<file path="config.mk">
export PLATFORM = sky130hd
export DESIGN_NAME = stack_unit
export DESIGN_NICKNAME = d
export VERILOG_FILES = /design/src/rtl/cpu_pkg.sv /design/src/rtl/stack_unit.sv
export SDC_FILE = /design/constraint.sdc
export NUM_CORES = 1
export LEC_CHECK = 0
export BUFFER_PORTS_ARGS = -buffer_cell sky130_fd_sc_hd__buf_2
export CAP_MARGIN = 40
export CORE_ASPECT_RATIO = 0.5
export CORE_UTILIZATION = 40
export DETAILED_ROUTE_END_ITERATION = 7
export PLACE_DENSITY = 0.65
export SYNTH_ARGS = -nofsm -noshare
export SYNTH_HDL_FRONTEND = slang
export SYNTH_SLANG_ARGS = --single-unit
</file>
<file path="constraint.sdc">
create_clock -name clk -period 4.2 [get_ports clk]
set_input_delay 0.42 -clock clk [delete_from_list [all_inputs] [get_ports clk]]
set_output_delay 0.42 -clock clk [all_outputs]
set_load 0.02 [all_outputs]
</file>
<file path="src/rtl/cpu_pkg.sv">
// Shared CPU definitions: command opcodes, register-bank special selects and
// the stack sequencer state encoding.
package cpu_pkg;

    localparam logic [1:0] OP_PUSH = 2'd0;
    localparam logic [1:0] OP_POP  = 2'd1;
    localparam logic [1:0] OP_CALL = 2'd2;
    localparam logic [1:0] OP_RET  = 2'd3;

    localparam logic [3:0] SEL_SP  = 4'd8;
    localparam logic [3:0] SEL_ISR = 4'd9;

    localparam logic [3:0] ST_IDLE    = 4'd0;
    localparam logic [3:0] ST_LD_SP   = 4'd1;
    localparam logic [3:0] ST_LD_SRC  = 4'd2;
    localparam logic [3:0] ST_MEM_WR  = 4'd3;
    localparam logic [3:0] ST_MEM_RD  = 4'd4;
    localparam logic [3:0] ST_MEM_CAP = 4'd5;
    localparam logic [3:0] ST_REG_WR  = 4'd6;
    localparam logic [3:0] ST_SP_WR   = 4'd7;
    localparam logic [3:0] ST_DONE    = 4'd8;

endpackage

</file>
<file path="src/rtl/stack_unit.sv">
// Stack sequencer: runs PUSH/POP/CALL/RET by mastering the register bank (SP via
// select 8) and the data memory. Downward-growing stack, SP points at the top word.
module stack_unit
    import cpu_pkg::*;
#(
    parameter logic [11:0] STACK_BASE  = 12'h000,
    parameter int          STACK_DEPTH = 256
) (
    input  logic        clk,
    input  logic        rst,
    input  logic        cmd_valid,
    output logic        cmd_ready,
    input  logic [1:0]  cmd_op,
    input  logic [2:0]  cmd_reg,
    input  logic [11:0] cmd_pc,
    output logic        done,
    output logic        fault,
    output logic [11:0] ret_pc,
    output logic [3:0]  rb_read_sel,
    input  logic [15:0] rb_read_data,
    output logic [3:0]  rb_write_sel,
    output logic        rb_write_en,
    output logic [15:0] rb_write_data,
    output logic [11:0] mem_addr,
    output logic        mem_we,
    output logic [15:0] mem_wdata,
    output logic        mem_re,
    input  logic [15:0] mem_rdata
);

    localparam logic [11:0] DEPTH_MAX = 12'(STACK_DEPTH);

    logic [3:0]  state;
    logic [3:0]  state_nxt;
    logic [1:0]  op_q;
    logic [2:0]  reg_q;
    logic [11:0] pc_q;
    logic [11:0] sp_q;
    logic [15:0] data_q;
    logic        fault_q;
    logic        push_like;
    logic        at_fault;
    logic [11:0] sp_next;

    function automatic logic [11:0] stack_depth(input logic [11:0] sp);
        return STACK_BASE - sp;
    endfunction

    assign push_like = (op_q == OP_PUSH) || (op_q == OP_CALL);
    assign at_fault  = push_like ? (stack_depth(rb_read_data[11:0]) == DEPTH_MAX)
                                 : (stack_depth(rb_read_data[11:0]) == 12'd0);
    assign sp_next   = push_like ? (sp_q - 12'd1) : (sp_q + 12'd1);

    always_comb begin
        state_nxt = state;
        case (state)
            ST_IDLE:    if (cmd_valid) state_nxt = ST_LD_SP;
            ST_LD_SP: begin
                if (at_fault)       state_nxt = ST_DONE;
                else if (push_like) state_nxt = ST_LD_SRC;
                else                state_nxt = ST_MEM_RD;
            end
            ST_LD_SRC:  state_nxt = ST_MEM_WR;
            ST_MEM_WR:  state_nxt = ST_SP_WR;
            ST_MEM_RD:  state_nxt = ST_MEM_CAP;
            ST_MEM_CAP: state_nxt = ST_REG_WR;
            ST_REG_WR:  state_nxt = ST_SP_WR;
            ST_SP_WR:   state_nxt = ST_DONE;
            default:    state_nxt = ST_IDLE;
        endcase
    end

    always_ff @(posedge clk or negedge rst) begin
        if (!rst) begin
            state   <= ST_IDLE;
            fault_q <= 1'b0;
            ret_pc  <= 12'd0;
        end else begin
            state <= state_nxt;
            if (state == ST_IDLE && cmd_valid)
                fault_q <= 1'b0;
            if (state == ST_LD_SP)
                fault_q <= at_fault;
            if (state == ST_REG_WR && op_q == OP_RET)
                ret_pc <= data_q[11:0];
        end
    end

    // Datapath latches carry no reset: they are always reloaded before use.
    always_ff @(posedge clk) begin
        if (state == ST_IDLE && cmd_valid) begin
            op_q  <= cmd_op;
            reg_q <= cmd_reg;
            pc_q  <= cmd_pc;
        end
        if (state == ST_LD_SP)
            sp_q <= rb_read_data[11:0];
        if (state == ST_LD_SRC)
            data_q <= (op_q == OP_CALL) ? {4'd0, pc_q} : rb_read_data;
        if (state == ST_MEM_CAP)
            data_q <= mem_rdata;
    end

    always_comb begin
        rb_read_sel   = SEL_SP;
        rb_write_sel  = 4'd0;
        rb_write_en   = 1'b0;
        rb_write_data = 16'd0;
        mem_addr      = 12'd0;
        mem_we        = 1'b0;
        mem_wdata     = 16'd0;
        mem_re        = 1'b0;
        case (state)
            ST_LD_SRC: rb_read_sel = {1'b0, reg_q};
            ST_MEM_WR: begin
                mem_addr  = sp_q - 12'd1;
                mem_wdata = data_q;
                mem_we    = 1'b1;
            end
            ST_MEM_RD: begin
                mem_addr = sp_q;
                mem_re   = 1'b1;
            end
            ST_REG_WR: begin
                if (op_q == OP_POP) begin
                    rb_write_sel  = {1'b0, reg_q};
                    rb_write_data = data_q;
                    rb_write_en   = 1'b1;
                end
            end
            // SP goes last so an interrupted command never leaves it half-updated.
            ST_SP_WR: begin
                rb_write_sel  = SEL_SP;
                rb_write_data = {4'd0, sp_next};
                rb_write_en   = 1'b1;
            end
            default: ;
        endcase
    end

    assign cmd_ready = (state == ST_IDLE);
    assign done      = (state == ST_DONE);
    assign fault     = done & fault_q;

endmodule

</file>
==> results of run 1 <==
==> placed cells by master, fill, tap and decap left out, types with 3 or more instances in the layout <==
| cell | n |
|---|---|
| buf_2 | 121 |
| edfxtp_1 | 45 |
| nand2_1 | 44 |
| and2_1 | 28 |
| o21ai_0 | 24 |
| dfrtp_1 | 17 |
| nand3_1 | 15 |
| mux2i_1 | 13 |
| mux2_2 | 12 |
| o21ai_1 | 11 |
| nor2_1 | 10 |
| inv_1 | 9 |
| clkbuf_16 | 9 |
| a21oi_1 | 8 |
| nor3_1 | 8 |
| xnor2_1 | 6 |
| nor4_1 | 6 |
| or4_1 | 5 |
| nand4_1 | 5 |
| o31ai_1 | 5 |
| a31oi_1 | 5 |
| buf_4 | 5 |
| nand2b_1 | 4 |
| clkinv_2 | 3 |
==> cell type report <==
cell class	instances	area share, %
multi-input cells	250	35.7
clock inverters	5	0.587
repair buffers	127	14.7
flip-flops and latches	62	39.7
well taps	112	3.13
inverters	11	0.923
clock buffers	11	5.20
==> worst max-delay path, stage by stage (launching register included) <==
cell and delay, ns:
edfxtp_1 0.74, inv_2 0.26, nor4_2 0.79, buf_4 0.31, a21oi_1 0.09, a221oi_1 0.26
buf_2 0.22
==> kinds of logic (layout without fill, tap and decap cells) <==
logic type | after synthesis | count (layout) | share of synthesized area, %
and+or+nand+nor | 143 | 143 | 21.8
buffers and inverters | 37 | 154 | 4.81
xor gates and xnor gates | 8 | 8 | 1.98
adders and majority gates | 2 | 2 | 0.708
DFF | 62 | 62 | 50.2
AOI/OAI and AO/OA | 72 | 72 | 12.9
muxes | 25 | 25 | 7.50
==> power breakdown <==
part / internal, W / total (W) / switching (W)
sequential: 0.000915 / 0.00114 / 0.000230
clock: 0.000393 / 0.000637 / 0.000244
combinational: 0.000439 / 0.00120 / 0.000760
==> stage by stage <==
step                      util (%)  power [W]  hold slack [ns]  instance area [um^2]  std cells
final                         54.0    0.00298           0.0241                  4470        578
after CTS                     54.0    0.00300           0.0290                  4470        578
after detailed placement      50.8    0.00236            0.373                  4210        562
after global placement        50.7    0.00233            0.373                  4200        561
after floorplan                  -    0.00191            0.124                  3540        349
after global routing          54.0    0.00316           0.0384                  4470        578
==> routing by layer <==
layer  wire length (um)  global-route usage (%)  up-vias
met1               4970                    32.1     1400
met5                  0                       0        -
met2               3970                    31.3      110
met4                 95                    6.18        0
met3                672                    4.81       10
li1                   -                       -     1509
==> registers in the layout, indices dropped and copies added (netlist names) <==
signal and flops:
data_q 16, ret_pc 12, sp_q 12, op_q 2, fault_q 1, state 4, pc_q 12, reg_q 3
==> path summary, 6_finish.rpt <==
check	start	end	slack, ns	depth (start not counted)
max	op_q[0]$_DFFE_PP_	rb_write_data[10]	0.78	6
min	rst	ret_pc[1]$_DFFE_PN0P_	0.02	1
max reg2reg	state[2]$_DFFE_PN0P_	ret_pc[6]$_DFFE_PN0P_	1.78	5
min reg2reg	ret_pc[1]$_DFFE_PN0P_	ret_pc[1]$_DFFE_PN0P_	0.50	1
max in group asynchronous	rst	ret_pc[6]$_DFFE_PN0P_	3.88	1
min in group clk	cmd_reg[2]	reg_q[2]$_DFFE_PP_	0.27	1
==> metrics.csv, run 1 <==
metric;value;unit
status;finished, final reports clean;
Routed Antenna Nets;0;
# clock sinks;62;
vias in the first global route;2711;
DRT iter0 DRCs;223;
fillers;758;
Critical Path AT;3.00;ns
Die H;68.5;um
Syn. warnings;0;
post-route minimum period;3.42;ns
WL/cell;16.8;um
H-tree levels;3;
power per cell area;666;mW/mm^2
initial antenna violation count;0;
Num CTS Buffers;9;
instance count of the mapped netlist;349;
DIE WIDTH;135;um
Multi-input gate area;0.00160;mm^2
RSZ-0062 raised after global routing;no;
largest net degree at the start of global routing;23;
Hold-fix buffers, CTS;0;
Synthesized Nets;403;
EDFF count, synth;45;
Final Cycle Share;81.5;%
worst path required time;3.78;ns
crit-path max FO;16;
post-synthesis register bit count;62;
initial cell density of the core;42.7;%
Final Wtd Congestion;0.907;
Final nets;515;
vias per cell;5.24;
Leakage;1.89;nW
Bufs on Longest Clock Path;2;
Tightest Pin Transition;0.897;ns
WS Path Type;reg -> out;
die area;0.00924;mm^2
syn avg cell area;10.1;um^2
first-pass GRT wire length;14500;um
HP Class;in -> async;
Port Buffers;121;
Synth top cells by count;edfxtp_1, nand2_1, and2_1, o21ai_0, dfrtp_1;
DRC;0;
vias post-DR;3029;
Yosys cell types;55;
Slew HR;39.7;%
Max VDD drop;254;uV
Area growth syn-to-layout;26.5;%
Final TNS setup;0;ns
maxcap violations;0;
Clock Skews;0.00525;ns
Synth Flop Type;edfxtp_1;
post_cts resized;0;
drt total wl;9710;um
leading area contributor after synthesis;edfxtp_1;
count leader, synth;edfxtp_1;
# rows;23;
clk_lat worst skew;0.32;ns
Critical Path Source Type;flip-flop;
clock-pin slew on the worst setup and hold paths;0.05;ns
sequential area share after synthesis;50.2;%
Pre-Repair DR Iteration Count;5;
post-CTS setup buffer count;0;
fmax;0.292;GHz
Critical Path Sink Type;output pin;
core area;0.00829;mm^2
Area contributors post-synth;edfxtp_1, dfrtp_1, and2_1, nand2_1, mux2_2;
Finish-stage setup viols;0;
post-placement worst setup slack;1.14;ns
layout cell share with drive strength beyond 1;35.0;%
Synth Cell Area;0.00354;mm^2
Reg area;0.00178;mm^2
top-area cell type share of the netlist area;38.2;%
Hold Vio Cnt, Final;0;
CTS tree;yes;
total global routing overflow;0;
clk root buf;clkbuf_16;
Setup WS post-layout;0.776;ns
post-synthesis async set-or-reset flop share;27.4;%
Inserted Diodes;0;
Ports;122;
dpl hpwl;7430;um
Slew Limit Fails;0;
GRT Resource Usage Total;21.6;%
Power figures use the tool's default switching activity.
==> inputs of run 2 (changes only) <==
ABC_AREA = 1   (was unset)
PLACE_DENSITY = 0.67   (was 0.65)
clock period = 2.75 ns   (was 4.2 ns; I/O delays follow)
==> run 2 against run 1 <==
Utilization decreased by 1.6 points. Sequential share of layout area is 1.1 points lower. Die area rose by 3.4%. Total power rose by 62%. Clock power grew 70%. Register-to-register slack lost 0.91 ns. Design area is 3.0% higher. First-iteration DRC count up 6.7%. Synthesized cell count is 28% higher. Synthesized area up 3.5%. Critical path type unchanged.
==> metrics.csv, run 2 <==
metric;value;unit
Max VDD drop;467;uV
core area;0.00880;mm^2
Hold Vio Cnt, Final;0;
post-route minimum period;2.44;ns
sequential area share after synthesis;48.5;%
vias per cell;4.97;
Final TNS setup;0;ns
Area growth syn-to-layout;25.8;%
GR peak layer;met2;
Pre-Repair DR Iteration Count;5;
instance count of the mapped netlist;448;
Final nets;620;
Leakage;2.32;nW
Port Buffers;121;
Bufs on Longest Clock Path;2;
dpl hpwl;8010;um
# rows;24;
top-area cell type share of the netlist area;36.9;%
commonest non-fill, non-tap cell in the layout;buf_2;
largest net degree at the start of global routing;27;
vias post-DR;3422;
initial cell density of the core;41.6;%
Yosys cell types;33;
fmax;0.410;GHz
drt total wl;10400;um
Synthesized Nets;502;
first-pass GRT wire length;16000;um
GR Util met1;31.9;%
Hold WS;0.118;ns
WS Path Type;reg -> out;
placed cell count;671;
Slew HR;53.1;%
DIE WIDTH;137;um
Finish-stage setup viols;0;
Ports;122;
H-tree levels;3;
power per cell area;1050;mW/mm^2
Inserted Diodes;0;
clk root buf;clkbuf_16;
Num CTS Buffers;9;
layout cell share with drive strength beyond 1;31.2;%
DRT iter0 DRCs;238;
status;finished, final reports clean;
syn avg cell area;8.17;um^2
fin util;52.3;%
Clock Skews;0.00795;ns
WL/cell;15.1;um
DRC;0;
count leader, synth;nand2_1;
max reg flops;16;
RSZ-0062 raised after global routing;no;
GRT Resource Usage Total;23.0;%
met2 usage;33.6;%
CTS tree;yes;
Synth Flop Type;edfxtp_1;
Area contributors post-synth;edfxtp_1, nand2_1, dfrtp_1, nor2_1, inv_1;
Critical Path AT;2.16;ns
Die H;69.6;um
most frequent cells in the layout;buf_2, nand2_1, nor2_1;
Routed Antenna Nets;0;
vias in the first global route;3114;
post_cts resized;0;
initial antenna violation count;0;
Final Cycle Share;88.7;%
Biggest register;data_q;
Critical Path Source Type;flip-flop;
# clock sinks;62;
Post-Layout Cell Count;688;
Syn. warnings;0;
leading area contributor after synthesis;edfxtp_1;
post-synthesis async set-or-reset flop share;27.4;%
crit-path max FO;15;
worst path required time;2.48;ns
EDFF count, synth;45;
post-synthesis register bit count;62;
Final Wtd Congestion;0.934;
Overall Power;0.00483;W
routing usage on met3;7.97;%
clk_lat worst skew;0.33;ns
Critical Path Sink Type;output pin;
HP Class;in -> reg;
Slew Limit Fails;0;
maxcap violations;0;
Synth top cells by count;nand2_1, nor2_1, inv_1, edfxtp_1, nand3_1;
Tightest Pin Transition;0.702;ns
clock-pin slew on the worst setup and hold paths;0.05;ns
Synth Cell Area;0.00366;mm^2
total global routing overflow;0;
die area;0.00956;mm^2
run 2: layout make-up:
cell class | count | area, um^2
Clock inverter | 4 | 47.5
Timing Repair Buffer | 124 | 631
Tap cell | 117 | 146
Fill cell | 855 | 4190
Inverter | 58 | 218
Sequential cell | 62 | 1780
Clock buffer | 12 | 236
Multi-Input combinational cell | 311 | 1550
run 2: path summary, 6_finish.rpt:
check                                       from                    end  slack, ns  cells after the start
max in group asynchronous                    rst   state[3]$_DFFE_PN0P_       2.08                      2
setup reg to reg            state[1]$_DFFE_PN0P_      pc_q[1]$_DFFE_PP_       0.87                      4
hold / removal                        cmd_pc[10]     pc_q[10]$_DFFE_PP_       0.12                      1
hold reg to reg            ret_pc[1]$_DFFE_PN0P_  ret_pc[1]$_DFFE_PN0P_       0.47                      2
min in group asynchronous                    rst  ret_pc[7]$_DFFE_PN0P_       0.40                      2
setup / recovery               op_q[0]$_DFFE_PP_      rb_write_data[10]       0.31                      7
run 2: where the power goes:
| group | switching [W] | internal, W | total [W] | leakage [nW] |
|---|---|---|---|---|
| clock network | 0.000383 | 0.000697 | 0.00108 | 0.137 |
| logic | 0.00144 | 0.000602 | 0.00204 | 1.54 |
| registers | 0.000289 | 0.00141 | 0.00170 | 0.634 |
| total | 0.00211 | 0.00271 | 0.00483 | 2.32 |
run 2: through the flow:
| stage | cell area, um^2 | setup WS (ns) |
|---|---|---|
| after floorplan | 3660 | 0.847 |
| final | 4610 | 0.311 |
| after CTS | 4610 | 0.329 |
| after global placement | 4310 | 0.776 |
| after global routing | 4610 | 0.160 |
| after detailed placement | 4310 | 0.685 |
run 2: cell families (layout without fill, tap and decap cells):
logic type	Yosys count	in the layout	synth area share, %
AND/OR/NAND/NOR	236	236	28.4
buffers and inverters	75	198	9.09
AO/OA/AOI/OAI	65	65	10.9
flip-flops	62	62	48.5
XOR/XNOR	8	8	2.32
adder cells (fa/ha/maj)	2	2	0.684
run 2: what timing repair did:
| action | in CTS | in global routing |
|---|---|---|
| endpoints found under the hold margin | 17 | 0 |
| setup buffers | 0 | 0 |
| hold buffers | 1 | 0 |
run 2: layer usage:
layer | share of wire, % | routed length, um
met2 | 43 | 4500
met4 | 1.2 | 124
met5 | 0 | 0
met3 | 8.9 | 919
met1 | 47 | 4840
run 2: worst max-delay path, stage by stage, from the launching register on:
cell	delay, ns
edfxtp_1	0.40
inv_2	0.23
nor2_1	0.10
nand2_1	0.47
clkinv_1	0.30
nand2_1	0.11
nand2_1	0.06
buf_2	0.16
==> inputs of run 3 (changes only) <==
--- a/config.mk
+++ b/config.mk
@@ -9,3 +9,2 @@
 export BUFFER_PORTS_ARGS = -buffer_cell sky130_fd_sc_hd__buf_2
-export CAP_MARGIN = 40
 export CORE_ASPECT_RATIO = 0.5
==> constraint.sdc (replaced) <==
create_clock -name clk -period 2.75 [get_ports clk]
set_input_delay 0.1375 -clock clk [delete_from_list [all_inputs] [get_ports clk]]
set_output_delay 0.1375 -clock clk [all_outputs]
set_load 0.02 [all_outputs]
==> run 3 against run 2 <==
Maximum frequency up 4.8%. Largest power group unchanged. Clock-buffer cell count shrank 3. Register-to-register slack got worse by 0.12 ns. First-iteration DRC count increased by 2.9%. Critical path depth unchanged. Combinational power is essentially flat. Total power increased by 0.45%. Clock power increased by 4%. Clock skew shrank 0.0016 ns. Highest routed layer unchanged. Global-route usage fell by 0.41 points.
==> metrics.csv, run 3 (synthesized netlist as in run 2, its figures left out) <==
metric;value;unit
vias post-DR;3475;
Leakage;2.38;nW
WP buf/inv;3;
crit-path max FO;15;
die area;0.00956;mm^2
vias per cell;4.94;
Multi-input gate area;0.00155;mm^2
Reg area;0.00178;mm^2
CP Launch Point;op_q[0]$_DFFE_PP_;
CP max-delay cell;edfxtp_1;
critical path's top delay family;buffers and inverters;
Slew HR;55.0;%
Critical Path Source Type;flip-flop;
DRT iter0 DRCs;245;
Inserted Diodes;0;
drt total wl;10200;um
max reg flops;16;
Num CTS Buffers;9;
Final nets;635;
core area;0.00880;mm^2
Critical Path AT;2.19;ns
CTS tree;yes;
vias in the first global route;3108;
initial cell density of the core;41.6;%
Finish-stage setup viols;0;
layout cell share with drive strength beyond 1;30.5;%
Setup WS post-layout;0.422;ns
fillers;872;
Hold Vio Cnt, Final;0;
Reg2Reg Launch Point;op_q[0]$_DFFE_PP_;
r2r setup slk;0.75;ns
worst r2r dst;data_q[7]$_DFFE_PP_;
initial antenna violation count;0;
clk_lat worst skew;0.33;ns
Port Buffers;121;
Area growth syn-to-layout;30.6;%
Final TNS setup;0;ns
dpl hpwl;7830;um
worst path required time;2.61;ns
HP Class;in -> reg;
post-route minimum period;2.33;ns
Tightest Pin Transition;0.675;ns
clock-pin slew on the worst setup and hold paths;0.05;ns
largest net degree at the start of global routing;27;
Max VDD drop;500;uV
Critical Path Sink Type;output pin;
fin util;54.3;%
Final Wtd Congestion;0.889;
GRT Resource Usage Total;22.5;%
power per cell area;1010;mW/mm^2
status;finished, final reports clean;
Clock Skews;0.00631;ns
placed cell count;669;
H-tree levels;3;
WS Path Type;reg -> out;
total global routing overflow;0;
commonest non-fill, non-tap cell in the layout;buf_2;
crit path to;rb_write_data[11];
first-pass GRT wire length;16000;um
RSZ-0062 raised after global routing;no;
Routed Antenna Nets;0;
fmax;0.430;GHz
CP dominant cell by count;nand2_1;
maxcap violations;0;
Die H;69.6;um
most frequent cells in the layout;buf_2, nand2_1, nor2_1;
clk root buf;clkbuf_16;
CP max stage delay;0.61;ns
Slew Limit Fails;0;
Bufs on Longest Clock Path;2;
DRC;0;
Post-Layout Cell Count;703;
critical path cell sequence;inv_2 > nor2_1 > nand2_2 > clkinv_1 > nand2_1 > nand2_1 > buf_2;
WL/cell;14.6;um
Biggest register;data_q;
post-placement worst setup slack;0.566;ns
# clock sinks;62;
Ports;122;
Pre-Repair DR Iteration Count;5;
# rows;24;
reg2reg path depth;5;
Final Cycle Share;84.7;%
Overall Power;0.00485;W
Worst path depth;7;
DIE WIDTH;137;um
==> run 3: changes by cell type in the layout (fill, tap and decap cells not counted) <==
cell / change
clkinv_4: +1
dlygate4sd3_1: +17
clkinvlp_4: +2
inv_6: +1
buf_4: -2
clkinv_1: +1
clkinv_2: -2
nand2_1: -1
clkbuf_1: -3
nand2_2: +1
==> run 3: how the worst min path moves through the flow <==
stage,slack [ns],depth (start not counted),end,from
global placement,0.08,1,ret_pc[7]$_DFFE_PN0P_,rst
finish,0.01,1,sp_q[0]$_DFFE_PP_,rb_read_data[0]
global route,0.008,1,sp_q[0]$_DFFE_PP_,rb_read_data[0]
detailed placement,0.08,1,ret_pc[7]$_DFFE_PN0P_,rst
CTS,0.009,1,sp_q[0]$_DFFE_PP_,rb_read_data[0]
floorplan,-0.16,0,fault_q$_DFFE_PN0P_,rst
==> run 3: metrics by stage <==
stage | hold slack (ns) | area, um^2
3_5_place_dp | 0.0765 | 4300
3_3_place_gp | 0.0759 | 4300
6_report | 0.0147 | 4780
4_1_cts | 0.00920 | 4780
2_1_floorplan | -0.158 | 3660
5_1_grt | 0.00778 | 4780
==> run 3: report_power, final <==
part	leakage [nW]	switching (W)	total, W	internal [W]
registers	0.634	0.000286	0.00170	0.00141
clock network	0.136	0.000422	0.00112	0.000701
logic	1.61	0.00142	0.00203	0.000608
==> run 3: repair_timing <==
item,4_1_cts,5_1_grt
endpoints found under the hold margin,34,0
hold buffers,18,0
setup buffers,0,0
endpoints found under the setup margin,0,6
resized for setup,0,1
==> run 3: layout make-up <==
cell class,instances,share of cell area [%]
tap,117,3.06
clock buffer,9,4.71
multi-input combinational,311,32.5
clock inverter,7,1.54
inverter,58,4.56
timing repair buffer,139,16.4
sequential,62,37.2
==> run 3: layer usage <==
metal  up-vias  part of all wire (%)  GRT usage, %
met2       146                    43          33.2
met5         -                     0             0
met3         8                   9.8          7.60
met4         0                  0.82          4.52
li1       1731                     -             -
met1      1590                    46          32.2
